$ cat src/rtl/uart_interface_if.sv
// Handler-side byte handshake between uart_interface and the PC interface handler.
// The slave modport is the UART side, the master modport is the handler side.
interface uart_interface_if;
    logic       o_pc_valid;
    logic [7:0] o_pc_data;
    logic       i_pc_rd;
    logic       o_pc_rdy;
    logic [7:0] i_pc_data;
    logic       i_pc_wr;

    modport slave (
        output o_pc_valid, o_pc_data, o_pc_rdy,
        input  i_pc_rd, i_pc_data, i_pc_wr
    );

    modport master (
        input  o_pc_valid, o_pc_data, o_pc_rdy,
        output i_pc_rd, i_pc_data, i_pc_wr
    );
endinterface

$ cat src/rtl/uart_interface.sv
// UART transceiver with RX/TX byte FIFOs facing the PC interface handler.
// Frames are 8N1; defining UART_PARITY_EN switches both directions to 8E1.
module uart_interface_fifo #(
    parameter int DEPTH = 8
) (
    input  logic                    i_clk,
    input  logic                    i_rst,
    input  logic                    i_push,
    input  logic [7:0]              i_data,
    input  logic                    i_pop,
    output logic [7:0]              o_head,
    output logic [$clog2(DEPTH):0]  o_count
);
    localparam int PTR_W = $clog2(DEPTH);

    logic [7:0]       r_mem [DEPTH];
    logic [PTR_W-1:0] r_wr_ptr;
    logic [PTR_W-1:0] r_rd_ptr;
    logic [PTR_W:0]   r_count;

    // NOTE: sequential state uses non-blocking assignments so every register samples pre-edge values.
    always_ff @(posedge i_clk) begin
        if (i_rst) begin
            // NOTE: memory is cleared in reset so the head byte is defined before the first push.
            for (int i = 0; i < DEPTH; i++) r_mem[i] <= 8'h00;
            r_wr_ptr <= '0;
            r_rd_ptr <= '0;
            r_count  <= '0;
        end else begin
            if (i_push) begin
                r_mem[r_wr_ptr] <= i_data;
                r_wr_ptr        <= r_wr_ptr + 1'b1;
            end
            if (i_pop) r_rd_ptr <= r_rd_ptr + 1'b1;
            r_count <= r_count + (PTR_W+1)'(i_push) - (PTR_W+1)'(i_pop);
        end
    end

    assign o_head  = r_mem[r_rd_ptr];
    assign o_count = r_count;
endmodule

module uart_interface #(
    parameter int CLKS_PER_BIT  = 868,
    parameter int RX_FIFO_DEPTH = 8,
    parameter int TX_FIFO_DEPTH = 8
) (
    input  logic             i_clk,
    input  logic             i_rst,
    input  logic             i_rxd,
    output logic             o_txd,
    uart_interface_if.slave  pc,
    output logic             o_frame_err,
    output logic             o_rx_overflow,
    output logic             o_parity_err,
    output logic             o_tx_busy
);
    localparam int CNT_W = $clog2(CLKS_PER_BIT);
    localparam int RX_CW = $clog2(RX_FIFO_DEPTH) + 1;
    localparam int TX_CW = $clog2(TX_FIFO_DEPTH) + 1;
    localparam logic [CNT_W-1:0] LP_BIT_END  = CNT_W'(CLKS_PER_BIT - 1);
    localparam logic [CNT_W-1:0] LP_HALF_END = CNT_W'(CLKS_PER_BIT / 2 - 1);

`ifdef UART_PARITY_EN
    typedef enum logic [2:0] {RX_IDLE, RX_START, RX_DATA, RX_PARITY, RX_STOP} rx_state_t;
    typedef enum logic [2:0] {TX_IDLE, TX_START, TX_DATA, TX_PARITY, TX_STOP} tx_state_t;
`else
    typedef enum logic [1:0] {RX_IDLE, RX_START, RX_DATA, RX_STOP} rx_state_t;
    typedef enum logic [1:0] {TX_IDLE, TX_START, TX_DATA, TX_STOP} tx_state_t;
`endif

    // ---------------- RX path ----------------
    logic             r_rxd_meta, r_rxd_sync;
    rx_state_t        r_rx_state, w_rx_state_next;
    logic [CNT_W-1:0] r_rx_cnt, w_rx_cnt_next;
    logic [2:0]       r_rx_bit, w_rx_bit_next;
    logic [7:0]       r_rx_shift, w_rx_shift_next;
    logic             r_frame_err, r_rx_overflow;
    logic             w_frame_err, w_rx_overflow, w_parity_err;
    logic             w_rx_push, w_rx_pop, w_rx_can_push;
    logic [RX_CW-1:0] w_rx_count;
`ifdef UART_PARITY_EN
    logic             r_rx_par_bad, w_rx_par_bad_next;
    logic             r_parity_err;
`endif

    assign w_rx_pop      = pc.i_pc_rd && (w_rx_count != '0);
    // A pop in the same cycle frees a slot, so a full FIFO can still take the byte.
    assign w_rx_can_push = (w_rx_count != RX_CW'(RX_FIFO_DEPTH)) || w_rx_pop;

    // NOTE: every always_comb output gets a default first, so no path can infer a latch.
    always_comb begin
        w_rx_state_next = r_rx_state;
        w_rx_cnt_next   = r_rx_cnt + 1'b1;
        w_rx_bit_next   = r_rx_bit;
        w_rx_shift_next = r_rx_shift;
        w_rx_push       = 1'b0;
        w_frame_err     = 1'b0;
        w_rx_overflow   = 1'b0;
        w_parity_err    = 1'b0;
`ifdef UART_PARITY_EN
        w_rx_par_bad_next = r_rx_par_bad;
`endif
        case (r_rx_state)
            RX_IDLE: begin
                w_rx_cnt_next = '0;
                w_rx_bit_next = '0;
                if (!r_rxd_sync) w_rx_state_next = RX_START;
            end
            RX_START: if (r_rx_cnt == LP_HALF_END) begin
                w_rx_cnt_next   = '0;
                w_rx_state_next = r_rxd_sync ? RX_IDLE : RX_DATA;
            end
            RX_DATA: if (r_rx_cnt == LP_BIT_END) begin
                w_rx_cnt_next   = '0;
                w_rx_shift_next = {r_rxd_sync, r_rx_shift[7:1]};
                w_rx_bit_next   = r_rx_bit + 1'b1;
`ifdef UART_PARITY_EN
                if (r_rx_bit == 3'd7) w_rx_state_next = RX_PARITY;
`else
                if (r_rx_bit == 3'd7) w_rx_state_next = RX_STOP;
`endif
            end
`ifdef UART_PARITY_EN
            RX_PARITY: if (r_rx_cnt == LP_BIT_END) begin
                w_rx_cnt_next     = '0;
                w_rx_par_bad_next = (^r_rx_shift) ^ r_rxd_sync;
                w_rx_state_next   = RX_STOP;
            end
`endif
            RX_STOP: if (r_rx_cnt == LP_BIT_END) begin
                w_rx_cnt_next   = '0;
                w_rx_state_next = RX_IDLE;
                if (!r_rxd_sync)        w_frame_err   = 1'b1;
`ifdef UART_PARITY_EN
                else if (r_rx_par_bad)  w_parity_err  = 1'b1;
`endif
                else if (w_rx_can_push) w_rx_push     = 1'b1;
                else                    w_rx_overflow = 1'b1;
            end
            default: w_rx_state_next = RX_IDLE;
        endcase
    end

    always_ff @(posedge i_clk) begin
        if (i_rst) begin
            r_rxd_meta    <= 1'b1;
            r_rxd_sync    <= 1'b1;
            r_rx_state    <= RX_IDLE;
            r_rx_cnt      <= '0;
            r_rx_bit      <= '0;
            r_rx_shift    <= '0;
            r_frame_err   <= 1'b0;
            r_rx_overflow <= 1'b0;
`ifdef UART_PARITY_EN
            r_rx_par_bad  <= 1'b0;
            r_parity_err  <= 1'b0;
`endif
        end else begin
            r_rxd_meta    <= i_rxd;
            r_rxd_sync    <= r_rxd_meta;
            r_rx_state    <= w_rx_state_next;
            r_rx_cnt      <= w_rx_cnt_next;
            r_rx_bit      <= w_rx_bit_next;
            r_rx_shift    <= w_rx_shift_next;
            r_frame_err   <= w_frame_err;
            r_rx_overflow <= w_rx_overflow;
`ifdef UART_PARITY_EN
            r_rx_par_bad  <= w_rx_par_bad_next;
            r_parity_err  <= w_parity_err;
`endif
        end
    end

    uart_interface_fifo #(.DEPTH(RX_FIFO_DEPTH)) u_rx_fifo (
        .i_clk   (i_clk),
        .i_rst   (i_rst),
        .i_push  (w_rx_push),
        .i_data  (r_rx_shift),
        .i_pop   (w_rx_pop),
        .o_head  (pc.o_pc_data),
        .o_count (w_rx_count)
    );

    assign pc.o_pc_valid = (w_rx_count != '0);
    assign o_frame_err   = r_frame_err;
    assign o_rx_overflow = r_rx_overflow;
`ifdef UART_PARITY_EN
    assign o_parity_err  = r_parity_err;
`else
    assign o_parity_err  = 1'b0;
`endif

    // ---------------- TX path ----------------
    tx_state_t        r_tx_state, w_tx_state_next;
    logic [CNT_W-1:0] r_tx_cnt, w_tx_cnt_next;
    logic [2:0]       r_tx_bit, w_tx_bit_next;
    logic [7:0]       r_tx_byte, w_tx_byte_next;
    logic             r_txd, w_txd_next;
    logic             r_pc_rdy;
    logic             w_tx_push, w_tx_pop;
    logic [7:0]       w_tx_head;
    logic [TX_CW-1:0] w_tx_count, w_tx_count_next;

    assign w_tx_push       = pc.i_pc_wr && r_pc_rdy;
    assign w_tx_count_next = w_tx_count + TX_CW'(w_tx_push) - TX_CW'(w_tx_pop);

    // o_txd is registered, so each branch sets the level for the bit that starts at this edge.
    always_comb begin
        w_tx_state_next = r_tx_state;
        w_tx_cnt_next   = r_tx_cnt + 1'b1;
        w_tx_bit_next   = r_tx_bit;
        w_tx_byte_next  = r_tx_byte;
        w_txd_next      = r_txd;
        w_tx_pop        = 1'b0;
        case (r_tx_state)
            TX_IDLE: begin
                w_tx_cnt_next = '0;
                w_tx_bit_next = '0;
                w_txd_next    = 1'b1;
                if (w_tx_count != '0) begin
                    w_tx_pop        = 1'b1;
                    w_tx_byte_next  = w_tx_head;
                    w_txd_next      = 1'b0;
                    w_tx_state_next = TX_START;
                end
            end
            TX_START: if (r_tx_cnt == LP_BIT_END) begin
                w_tx_cnt_next   = '0;
                w_txd_next      = r_tx_byte[0];
                w_tx_state_next = TX_DATA;
            end
            TX_DATA: if (r_tx_cnt == LP_BIT_END) begin
                w_tx_cnt_next = '0;
                if (r_tx_bit == 3'd7) begin
`ifdef UART_PARITY_EN
                    w_txd_next      = ^r_tx_byte;
                    w_tx_state_next = TX_PARITY;
`else
                    w_txd_next      = 1'b1;
                    w_tx_state_next = TX_STOP;
`endif
                end else begin
                    w_tx_bit_next = r_tx_bit + 1'b1;
                    w_txd_next    = r_tx_byte[r_tx_bit + 3'd1];
                end
            end
`ifdef UART_PARITY_EN
            TX_PARITY: if (r_tx_cnt == LP_BIT_END) begin
                w_tx_cnt_next   = '0;
                w_txd_next      = 1'b1;
                w_tx_state_next = TX_STOP;
            end
`endif
            TX_STOP: if (r_tx_cnt == LP_BIT_END) begin
                w_tx_cnt_next   = '0;
                w_txd_next      = 1'b1;
                w_tx_state_next = TX_IDLE;
            end
            default: w_tx_state_next = TX_IDLE;
        endcase
    end

    always_ff @(posedge i_clk) begin
        if (i_rst) begin
            r_tx_state <= TX_IDLE;
            r_tx_cnt   <= '0;
            r_tx_bit   <= '0;
            r_tx_byte  <= '0;
            r_txd      <= 1'b1;
            r_pc_rdy   <= 1'b1;
        end else begin
            r_tx_state <= w_tx_state_next;
            r_tx_cnt   <= w_tx_cnt_next;
            r_tx_bit   <= w_tx_bit_next;
            r_tx_byte  <= w_tx_byte_next;
            r_txd      <= w_txd_next;
            r_pc_rdy   <= (w_tx_count_next != TX_CW'(TX_FIFO_DEPTH));
        end
    end

    uart_interface_fifo #(.DEPTH(TX_FIFO_DEPTH)) u_tx_fifo (
        .i_clk   (i_clk),
        .i_rst   (i_rst),
        .i_push  (w_tx_push),
        .i_data  (pc.i_pc_data),
        .i_pop   (w_tx_pop),
        .o_head  (w_tx_head),
        .o_count (w_tx_count)
    );

    assign pc.o_pc_rdy = r_pc_rdy;
    assign o_txd       = r_txd;
    assign o_tx_busy   = (r_tx_state != TX_IDLE);
endmodule

$ cat src/flat_wrapper.sv
// flat-port wrapper written by rule: the top's interface ports become plain ports
module uart_interface_flat 
#(
    parameter int CLKS_PER_BIT  = 868,
    parameter int RX_FIFO_DEPTH = 8,
    parameter int TX_FIFO_DEPTH = 8
)
  (i_clk, i_rst, i_rxd, o_txd, o_frame_err, o_rx_overflow, o_parity_err, o_tx_busy, pc_o_pc_valid, pc_o_pc_data, pc_o_pc_rdy, pc_i_pc_rd, pc_i_pc_data, pc_i_pc_wr);
  uart_interface_if pc_i ();
  input  logic i_clk;
  input  logic i_rst;
  input  logic i_rxd;
  output logic o_txd;
  output logic o_frame_err;
  output logic o_rx_overflow;
  output logic o_parity_err;
  output logic o_tx_busy;
  output wire logic [$bits(pc_i.o_pc_valid)-1:0] pc_o_pc_valid;
  output wire logic [$bits(pc_i.o_pc_data)-1:0] pc_o_pc_data;
  output wire logic [$bits(pc_i.o_pc_rdy)-1:0] pc_o_pc_rdy;
  input wire logic [$bits(pc_i.i_pc_rd)-1:0] pc_i_pc_rd;
  input wire logic [$bits(pc_i.i_pc_data)-1:0] pc_i_pc_data;
  input wire logic [$bits(pc_i.i_pc_wr)-1:0] pc_i_pc_wr;
  assign pc_o_pc_valid = pc_i.o_pc_valid;
  assign pc_o_pc_data = pc_i.o_pc_data;
  assign pc_o_pc_rdy = pc_i.o_pc_rdy;
  assign pc_i.i_pc_rd = pc_i_pc_rd;
  assign pc_i.i_pc_data = pc_i_pc_data;
  assign pc_i.i_pc_wr = pc_i_pc_wr;
  uart_interface #(.CLKS_PER_BIT(CLKS_PER_BIT), .RX_FIFO_DEPTH(RX_FIFO_DEPTH), .TX_FIFO_DEPTH(TX_FIFO_DEPTH)) u_core (.i_clk(i_clk), .i_rst(i_rst), .i_rxd(i_rxd), .o_txd(o_txd), .pc(pc_i), .o_frame_err(o_frame_err), .o_rx_overflow(o_rx_overflow), .o_parity_err(o_parity_err), .o_tx_busy(o_tx_busy));
endmodule
$ cat config.mk
export PLATFORM = sky130hd
export DESIGN_NAME = uart_interface_flat
export DESIGN_NICKNAME = d
export VERILOG_FILES = /design/src/rtl/uart_interface_if.sv /design/src/rtl/uart_interface.sv /design/src/flat_wrapper.sv
export SDC_FILE = /design/constraint.sdc
export NUM_CORES = 1
export LEC_CHECK = 0
export BUFFER_PORTS_ARGS = -buffer_cell sky130_fd_sc_hd__buf_4
export CORE_ASPECT_RATIO = 0.75
export CORE_MARGIN = 3
export CORE_UTILIZATION = 26
export CTS_BUF_LIST = sky130_fd_sc_hd__clkbuf_8 sky130_fd_sc_hd__clkbuf_16
export CTS_CLUSTER_SIZE = 30
export DETAILED_ROUTE_END_ITERATION = 16
export GPL_TIMING_DRIVEN = 0
export PLACE_DENSITY = 0.43
export SLEW_MARGIN = 20
export SYNTH_ARGS = -nofsm -noshare
export SYNTH_HDL_FRONTEND = slang
export SYNTH_HIERARCHICAL = 1
export SYNTH_SLANG_ARGS = --single-unit
$ cat constraint.sdc
create_clock -name i_clk -period 3.6 [get_ports i_clk]
set_clock_uncertainty 0.15 [all_clocks]
set_input_delay 0.54 -clock i_clk [delete_from_list [all_inputs] [get_ports i_clk]]
set_output_delay 0.54 -clock i_clk [all_outputs]
set_load 0.03 [all_outputs]
=== Word-level counts from Yosys, hierarchy flattened ===
Memory sizes are Yosys's and may differ from the RTL's. A register that Yosys moved wholly into a read port is not among the register bits.
Cells that the tools add are included.

* Memory bits (writable): 128
* Output and inout bits: 15
* Bits in read-only memories: 0
* Memories: 2
* Bits of input ports: 13
* Flip-flop bits (word level): 64
* Bits in latches: 0

* $mul: 0
* Reductions and logical operators: 23
* Multiplexer cells: 55
* Bitwise gates (word level): 3
* Magnitude comparators: 1
* Shift operators: 0
* Div/mod/pow operators: 0
* Add/sub/neg operators: 12
* Eq/ne operators: 24

{| class="wikitable"
|+ Memories
! name !! words !! bits a word !! rd ports !! clocked after memory_dff !! write ports !! RTL line !! text
|-
| u_core.u_rx_fifo.r_mem || 8 || 8 || 1 || 1 || 8 || uart_interface.sv:16 || <nowiki>logic [7:0] r_mem [DEPTH];</nowiki>
|-
| u_core.u_tx_fifo.r_mem || 8 || 8 || 1 || 1 || 8 || uart_interface.sv:16 ||
|}

{| class="wikitable"
|+ Operator list
! kind !! number
|-
| two-way mux 10 bit || 3
|-
| case mux 10 bit (3 select lines) || 1
|-
| two-way mux 1 bit || 24
|-
| two-way mux 2 bit || 11
|-
| two-way mux 3 bit || 7
|-
| adder 10 x 1 -> 10 bit, second input constant || 2
|-
| equality test 10 bit, second input constant || 2
|-
| case mux 10 bit (2 select lines) || 1
|-
| adder 3 x 1 -> 3 bit, second input constant || 6
|-
| != test 2 x 1 -> 1 bit, second input constant || 9
|-
| two-way mux 8 bit || 2
|-
| case mux 2 bit (4 select lines) || 2
|-
| OR reduction 8 bit || 2
|-
| case mux 3 bit (2 select lines) || 2
|-
| equality test 10 x 9 -> 1 bit, second input constant || 1
|-
| AND reduction 5 bit || 2
|-
| adder 4 x 1 -> 4 bit || 2
|-
| equality test 2 bit, second input constant || 4
|-
| != test 4 bit, second input constant || 2
|-
| nonzero test 4 bit || 2
|-
| subtractor 4 x 1 -> 4 bit || 2
|-
| equality test 3 bit, second input constant || 2
|-
| AND reduction 2 bit || 3
|-
| AND reduction 3 bit || 2
|-
| other kinds (13) || 22
|}

=== Logic depth before layout (Yosys ltp) ===
Gate-level depths: netlist (run 1).

* Depth in word-level cells: 12
* Depth in mapped cells: 13
* Gate-level depth less buffers: 13

=== Modules after synthesis ===
Netlist (run 1), hierarchy kept.

{| class="wikitable"
|+ Modules (own cells, without submodules)
! module !! cells an instance !! area an instance (um^2) !! sequential area each (um^2) !! times used
|-
| uart_interface_fifo (u_core.u_rx_fifo) || 231 || 3,543.4 || 2,182.1 || 1
|-
| uart_interface_fifo (u_core.u_tx_fifo) || 231 || 3,542.1 || 2,182.1 || 1
|-
| uart_interface || 273 || 2,486.1 || 1,041.0 || 1
|}

=== Least setup slack after synthesis (run 1) ===
No wires, ideal clock.

* Path kind: register to register
* Start: register u_core.r_rx_cnt[0]
* End: memory u_core.u_rx_fifo.r_mem[0][0] (enable)
* Period minus slack after synthesis: 2,860 ps
* Arrival: 2,401 ps
* Cell stages (with the launch flop): 9
* Slack: 740 ps
* Library setup time: 310 ps
* Path through: dfxtp_1 ha_1 and4bb_1 nand4_1 or3_1 nor2b_1 nand2b_1 nor4_2 or2_2

{| class="wikitable"
|+ RTL lines
! what !! RTL line !! text
|-
| start: declaration || uart_interface.sv:75 || <nowiki>logic [CNT_W-1:0] r_rx_cnt, w_rx_cnt_next;</nowiki>
|-
| start signal: assignment || uart_interface.sv:163 || <nowiki>r_rx_cnt <= w_rx_cnt_next;</nowiki>
|-
| end: declaration || uart_interface.sv:16 ||
|}

==> results of run 1 <==
repair_timing:
action / CTS / global route
endpoints found under the setup margin: 48 / 56
pin swaps: 1 / 0
gates resized for setup: 6 / 1
setup buffers: 1 / 0
metrics by stage:
stage               power, uW  hold WS (ns)
floorplan                4311        0.2395
global placement         4801        0.2441
detailed placement       4815        0.2471
CTS                      7162       0.07061
global route             7470       0.08763
finish                   7006       0.09158
worst max-delay path: stages (launching register included):
cell	delay (ns)
dfxtp_1	0.40
ha_1	0.22
and4bb_1	0.26
nand4_1	0.16
or3_1	0.48
nor2b_2	0.31
nand2b_1	0.24
nor2_2	0.47
or2_2	0.36
state kept, by name (all words and copies together) (netlist names), 3 cells and up, named ones only:
signal and cells:
u_core/u_rx_fifo/r_mem 64, u_core/u_tx_fifo/r_rd_ptr 3, u_core/u_rx_fifo/r_wr_ptr 3, u_core/u_rx_fifo/o_count 4
u_core/u_rx_fifo/r_rd_ptr 3, u_core/r_tx_byte 8, u_core/r_tx_cnt 10, u_core/r_rx_shift 8
u_core/r_tx_bit 3, u_core/u_tx_fifo/r_wr_ptr 3, u_core/u_tx_fifo/r_mem 64, u_core/r_rx_cnt 10
u_core/u_tx_fifo/o_count 4, u_core/r_rx_bit 3
cells by family after synthesis:
family | synth area share
buffers and inverters | 0.02771
AND/OR/NAND/NOR | 0.1817
adder cells (fa/ha/maj) | 0.04418
flip-flops | 0.5647
XOR/XNOR | 0.02745
AO/OA/AOI/OAI | 0.02039
other | 0.0003918
multiplexers | 0.1335
per-layer routing:
metal / global-route usage / part of all wire / vias to the layer above
met5: 0 / 0 / -
met1: 0.1646 / 0.52 / 2634
met4: 0.02672 / 0.019 / 0
met2: 0.1645 / 0.42 / 68
li1: - / - / 2732
met3: 0.02138 / 0.038 / 29
where the power goes:
| part | switching, uW | total (uW) | internal (uW) |
|---|---|---|---|
| Combinational | 977 | 1840 | 866 |
| Clock | 960 | 2280 | 1320 |
| Sequential | 138 | 2880 | 2740 |
| Total | 2070 | 7010 | 4930 |
synth_stat cells, drive strengths merged, types with 3 or more instances:
master	n
mux2	16
nand2	17
or2	18
buf	11
inv	28
or3b	4
mux2i	26
nor4	5
mux4	32
nand3	20
clkbuf	15
nor2	77
edfxtp	128
nand3b	4
and3	4
nor3	6
nor2b	4
a21o	3
fa	3
dfxtp	78
and2	131
a21oi	11
xor2	15
xnor2	15
nand2b	6
o21ai	3
ha	29
area by class of cell:
class / instances / area (um2) / share of cell area
Sequential cell: 206 / 5405 / 0.4845
Multi-Input combinational cell: 475 / 3931 / 0.3524
Clock buffer: 25 / 625.6 / 0.05607
Tap cell: 496 / 620.6 / 0.05562
Timing Repair Buffer: 27 / 202.7 / 0.01817
Buffer: 26 / 160.2 / 0.01435
Clock inverter: 17 / 106.4 / 0.009532
Inverter: 28 / 105.1 / 0.009420
worst min path at each step:
| stage | cells past startpoint | end |
|---|---|---|
| 2_1_floorplan | 1 | u_core/r_rxd_sync$_SDFF_PP1_ |
| 3_3_place_gp | 1 | u_core/r_rxd_sync$_SDFF_PP1_ |
| 3_5_place_dp | 1 | u_core/r_rxd_sync$_SDFF_PP1_ |
| 4_1_cts | 2 | u_core/r_rxd_meta$_SDFF_PP1_ |
| 5_1_grt | 2 | u_core/r_rxd_meta$_SDFF_PP1_ |
| 6_report | 2 | u_core/r_rxd_meta$_SDFF_PP1_ |
==> flow_summary.json, run 1 <==
{
  "ys_warn_count": 6,
  "finalWirelength_um": 20980,
  "final-max-slew-violation-count": 0,
  "tritoncts": "yes",
  "status": "finished, final reports clean",
  "postSynthAreaPerCell_um2": 13.02,
  "num_antenna_cells": 0,
  "final_util": 0.3090,
  "hold_start": "i_rxd",
  "peakVddDrop_uv": 254.2,
  "htree_levels": 1,
  "ys_types": 54,
  "initial_core_util": 0.2651,
  "area_delta_synth_final_pct": 16.56,
  "setup.worst_path.start_class": "register",
  "synth_top_area_cell": "edfxtp_1",
  "cts_buffer_depth": 3,
  "clock-sinks": 206,
  "final_cell_mix": "and2_1 (131), edfxtp_1 (128), dfxtp_1 (78)",
  "final_nets": 833,
  "yosysSeqAreaShare": 0.5647,
  "post_drt_wl_per_cell_um": 16.14,
  "numCtsBuffers": 24,
  "rsz0062_at_grt": "no",
  "powerDensity_nw_per_um2": 628.0,
  "boundaryPins": 28,
  "root_buffer": "clkbuf_16",
  "yosysTopAreaCellShare": 0.4016,
  "syn_inst": 735,
  "final_common_cell": "and2_1",
  "fmax_ghz": 0.2983,
  "grt_max_degree": 14,
  "grt_usage": 0.1104,
  "drc_errors": 0,
  "r2r_slack_ns": 0.25,
  "timing.critical_path.fanout_max": 9,
  "tightest_slew_ns": 0.9525,
  "critPathKind": "register to register",
  "cts_hold_buf": 0,
  "finish.instance_area_um2": 11160,
  "drtAntennaViolNets": 0,
  "endpoint": "u_core/u_rx_fifo/r_mem[3][5]$_SDFFCE_PN0P_",
  "nFillCells": 3679,
  "hold_class": "input pin to register",
  "worstReg2RegEnd": "u_core/u_rx_fifo/r_mem[3][5]$_SDFFCE_PN0P_",
  "startpoint": "u_core/r_rx_cnt[0]$_SDFF_PP0_",
  "dp.final_hpwl_um": 14320,
  "setup_violations": 0,
  "die-area_um2": 39180,
  "placed_cells": 1257,
  "period_needed_ns": 3.352,
  "drt-initial-drc-count": 290,
  "period_share": 0.9312,
  "cp-end-kind": "register",
  "required_ns": 3.65,
  "r2r_cells": 8,
  "worstSkewPairLatency_ns": 0.52,
  "avgViaCountPerCell": 4.202,
  "place.gp.congestion": 0.7198,
  "coreArea_um2": 36110,
  "dr.pass1.iters": 4,
  "synthFlopType": "edfxtp_1",
  "slew_headroom": 0.3597,
  "hold_viol": 0,
  "rows": 60,
  "grt_pass1_wl_um": 33180,
  "grt_pass1_vias": 5543,
  "clkTransAtPathRegs_ns": 0.06,
  "ys_ff_latch": 206,
  "die_w_um": 227.6,
  "leakagePower_uw": 0.004143,
  "layout-drive-gt1-share": 0.1480,
  "synth-edff-count": 128,
  "cp_data_arrival_time_ns": 3.40,
  "r2r-start": "u_core/r_rx_cnt[0]$_SDFF_PP0_",
  "antenna_found_initial": 0,
  "yosys-top-cells-area": "edfxtp_1 (40%), dfxtp_1 (16%), and2_1 (8.6%), mux4_1 (8.5%), ha_1 (3.8%)",
  "fp.dieH_um": 172.2,
  "place_ws_ns": -0.3172,
  "layout_setup_ws_ns": 0.2478,
  "num_vias": 5463,
  "tns_ns": 0,
  "maxCapViolations": 0,
  "synth_async_sr_flop_share": 0,
  "fin_cells": 1300,
  "portBuffers": 26,
  "syn-num-nets": 780,
  "synthesis.area_um2": 9572,
  "grt-ovfl-total": 0,
  "dpl-instance-area_um2": 10390
}
No activity file was read; power rests on OpenSTA's default activity.
==> inputs of run 2 (changes only) <==
--- a/config.mk
+++ b/config.mk
@@ -5,15 +5,16 @@
 export SDC_FILE = /design/constraint.sdc
 export NUM_CORES = 1
 export LEC_CHECK = 0
+export ABC_AREA = 1
 export BUFFER_PORTS_ARGS = -buffer_cell sky130_fd_sc_hd__buf_4
 export CORE_ASPECT_RATIO = 0.75
 export CORE_MARGIN = 3
-export CORE_UTILIZATION = 26
+export CORE_UTILIZATION = 63
 export CTS_BUF_LIST = sky130_fd_sc_hd__clkbuf_8 sky130_fd_sc_hd__clkbuf_16
 export CTS_CLUSTER_SIZE = 30
 export DETAILED_ROUTE_END_ITERATION = 16
 export GPL_TIMING_DRIVEN = 0
-export PLACE_DENSITY = 0.43
+export PLACE_DENSITY = 0.83
 export SLEW_MARGIN = 20
 export SYNTH_ARGS = -nofsm -noshare
 export SYNTH_HDL_FRONTEND = slang
==> run 2 against run 1 <==
Against the previous run:
- routed wire length is 3.3% higher
- via count is 44% higher
- final area is 1.1% higher
- sequential power hardly changed
- clock-buffer cell count is 2 higher
- sequential cell count stayed put
- setup slack better by 0.18 ns
- combinational power is 39% higher
- critical path type unchanged
- highest routed layer unchanged
==> flow_summary.json, run 2 <==
{
  "synth_most_common_cell": "nand2_1",
  "num_antenna_cells": 0,
  "hold_class": "input pin to register",
  "rows": 39,
  "post_drt_wl_per_cell_um": 14.45,
  "postSynthAreaPerCell_um2": 8.231,
  "tns_ns": 0,
  "setup_violations": 0,
  "timing.critical_path.fanout_max": 15,
  "worstSkewPairLatency_ns": 0.50,
  "htree_levels": 1,
  "final_nets": 1326,
  "drc_errors": 0,
  "switching_share": 0.3565,
  "cp-end-kind": "register",
  "critPathKind": "register to register",
  "required_ns": 3.82,
  "synth-edff-count": 128,
  "power.switching_uw": 2696,
  "syn-num-nets": 1278,
  "rsz0062_at_grt": "no",
  "ys_types": 40,
  "dp.final_hpwl_um": 15250,
  "dpl-instance-area_um2": 10600,
  "synth_async_sr_flop_share": 0,
  "peakVddDrop_uv": 695.1,
  "internal-power_uw": 4868,
  "root_buffer": "clkbuf_16",
  "fmax_ghz": 0.3148,
  "clock-sinks": 206,
  "die_w_um": 152.6,
  "yosys-top-cells-area": "edfxtp_1 (38%), dfxtp_1 (15%), nand2_1 (11%), inv_1 (8.1%), nor2_1 (7.9%)",
  "clockPowerShare": 0.282,
  "p_seq_frac": 0.379,
  "place.gp.congestion": 0.9231,
  "final_util": 0.7271,
  "portBuffers": 26,
  "yosysTopAreaCellShare": 0.3787,
  "synthFlopType": "edfxtp_1",
  "cts_buffer_depth": 3,
  "period_share": 0.8825,
  "syn_inst": 1233,
  "finish.instance_area_um2": 11280,
  "drtAntennaViolNets": 0,
  "clkTransAtPathRegs_ns": 0.06,
  "grt_pass1_wl_um": 35800,
  "die-area_um2": 17680,
  "yosysSeqAreaShare": 0.5326,
  "hold_viol": 0,
  "holdWs_ns": 0.08193,
  "synth_top_area_cell": "edfxtp_1",
  "status": "finished, final reports clean",
  "fp.dieH_um": 115.9,
  "grt_max_degree": 17,
  "slew_headroom": 0.6068,
  "num_vias": 7873,
  "leakagePower_uw": 0.005271,
  "post_cts_buffers": 0,
  "grt-ovfl-total": 0,
  "antenna_found_initial": 0,
  "nFillCells": 1176,
  "finalWirelength_um": 21680,
  "setup.worst_path.start_class": "register",
  "drt-initial-drc-count": 987,
  "ys_ff_latch": 206,
  "synthesis.area_um2": 10150,
  "grt_pass1_vias": 7333,
  "cts_hold_buf": 0,
  "grt_usage": 0.2496,
  "area_delta_synth_final_pct": 11.17,
  "ys_warn_count": 6,
  "final_common_cell": "nand2_1",
  "powerDensity_nw_per_um2": 670.4,
  "synth_common_cells": "nand2_1 (300), inv_1 (220), nor2_1 (214)",
  "combPwrFrac": 0.339,
  "numCtsBuffers": 20,
  "coreArea_um2": 15520,
  "boundaryPins": 28,
  "dr.pass1.iters": 7,
  "initial_core_util": 0.6540,
  "avgViaCountPerCell": 5.249,
  "final-max-slew-violation-count": 0,
  "ctsResizeCount": 0,
  "cp_data_arrival_time_ns": 3.40,
  "maxCapViolations": 0,
  "tightest_slew_ns": 0.5898,
  "layout-drive-gt1-share": 0.1042,
  "period_needed_ns": 3.177,
  "final_cell_mix": "nand2_1 (300), inv_1 (222), nor2_1 (214)",
  "top_regs": "u_core/u_rx_fifo/r_mem: 64 flops, u_core/u_tx_fifo/r_mem: 64 flops",
  "tritoncts": "yes"
}
[run 2: cell types whose count changed in the layout (fill, tap and decap cells not counted), moves of 23 or more]
cell	delta
nand2_1	+283
inv_1	+188
nor2_1	+143
and2_1	-131
nand3_1	+77
mux4_1	-31
mux2i_1	-26
o21ai_0	+23
[run 2: worst max-delay path: stages (launching register included)]
cell,delay (ns)
dfxtp_1,0.39
inv_1,0.10
ha_1,0.24
nand2_1,0.23
clkinv_1,0.44
ha_1,0.43
inv_1,0.05
ha_1,0.12
inv_1,0.06
fa_1,0.47
nand2_1,0.06
nor3_1,0.20
nand3_1,0.10
[run 2: per-stage QoR]
step	power, uW	setup slack [ns]	std cells
2_1_floorplan	4746	0.8907	1233
3_3_place_gp	5344	0.5051	1464
3_5_place_dp	5438	0.4685	1464
4_1_cts	7573	0.4447	1500
5_1_grt	8078	0.1671	1500
6_report	7564	0.4229	1500
[run 2: cells by family (layout without fill, tap and decap cells)]
family,count (synthesis),in the layout,synth area share
adder cells (fa/ha/maj),32,32,0.04167
XOR/XNOR,11,11,0.009493
AND/OR/NAND/NOR,669,669,0.2828
buffers and inverters,257,319,0.1028
AO/OA/AOI/OAI,57,57,0.03021
other,1,1,0.0003695
flip-flops,206,206,0.5326
[run 2: final timing paths]
path                                     startpoint                            end  depth (start not counted)  slack, ns
hold reg to reg        u_core/r_rxd_meta$_SDFF_PP1_   u_core/r_rxd_sync$_SDFF_PP1_                          1       0.28
setup / recovery  u_core/r_tx_state[0]$_SDFFE_PP0P_  u_core/pc.o_pc_rdy$_SDFF_PP1_                         12       0.42
hold / removal                                i_rxd   u_core/r_rxd_meta$_SDFF_PP1_                          2       0.08
setup reg to reg  u_core/r_tx_state[0]$_SDFFE_PP0P_  u_core/pc.o_pc_rdy$_SDFF_PP1_                         12       0.42
[run 2: layout make-up]
class / instances / area (um2) / area share
sequential: 206 / 5405 / 0.4791
timing repair buffer: 26 / 195.2 / 0.01730
clock buffer: 27 / 630.6 / 0.05589
inverter: 226 / 848.3 / 0.07519
multi-input combinational: 770 / 3700 / 0.3279
tap: 205 / 256.5 / 0.02273
buffer: 31 / 195.2 / 0.01730
clock inverter: 9 / 51.30 / 0.004547
[run 2: metal layers]
layer  part of all wire  track usage  up-vias  wire length [um]
li1                   -            -     3918                 -
met1               0.45       0.3717     3583              9798
met2               0.42       0.3808      331              9150
met3               0.11      0.05189       41              2293
met4              0.020      0.06172        0               437
met5                  0            0        -                 0
[run 2: power groups by stage]
stage / logic, uW / clock network [uW] / registers [uW]
after floorplan: 1840 / 0 / 2910
after global routing: 2920 / 2260 / 2900
after CTS: 2550 / 2160 / 2870
final: 2560 / 2130 / 2870
after global placement: 2440 / 0 / 2910
after detailed placement: 2520 / 0 / 2920
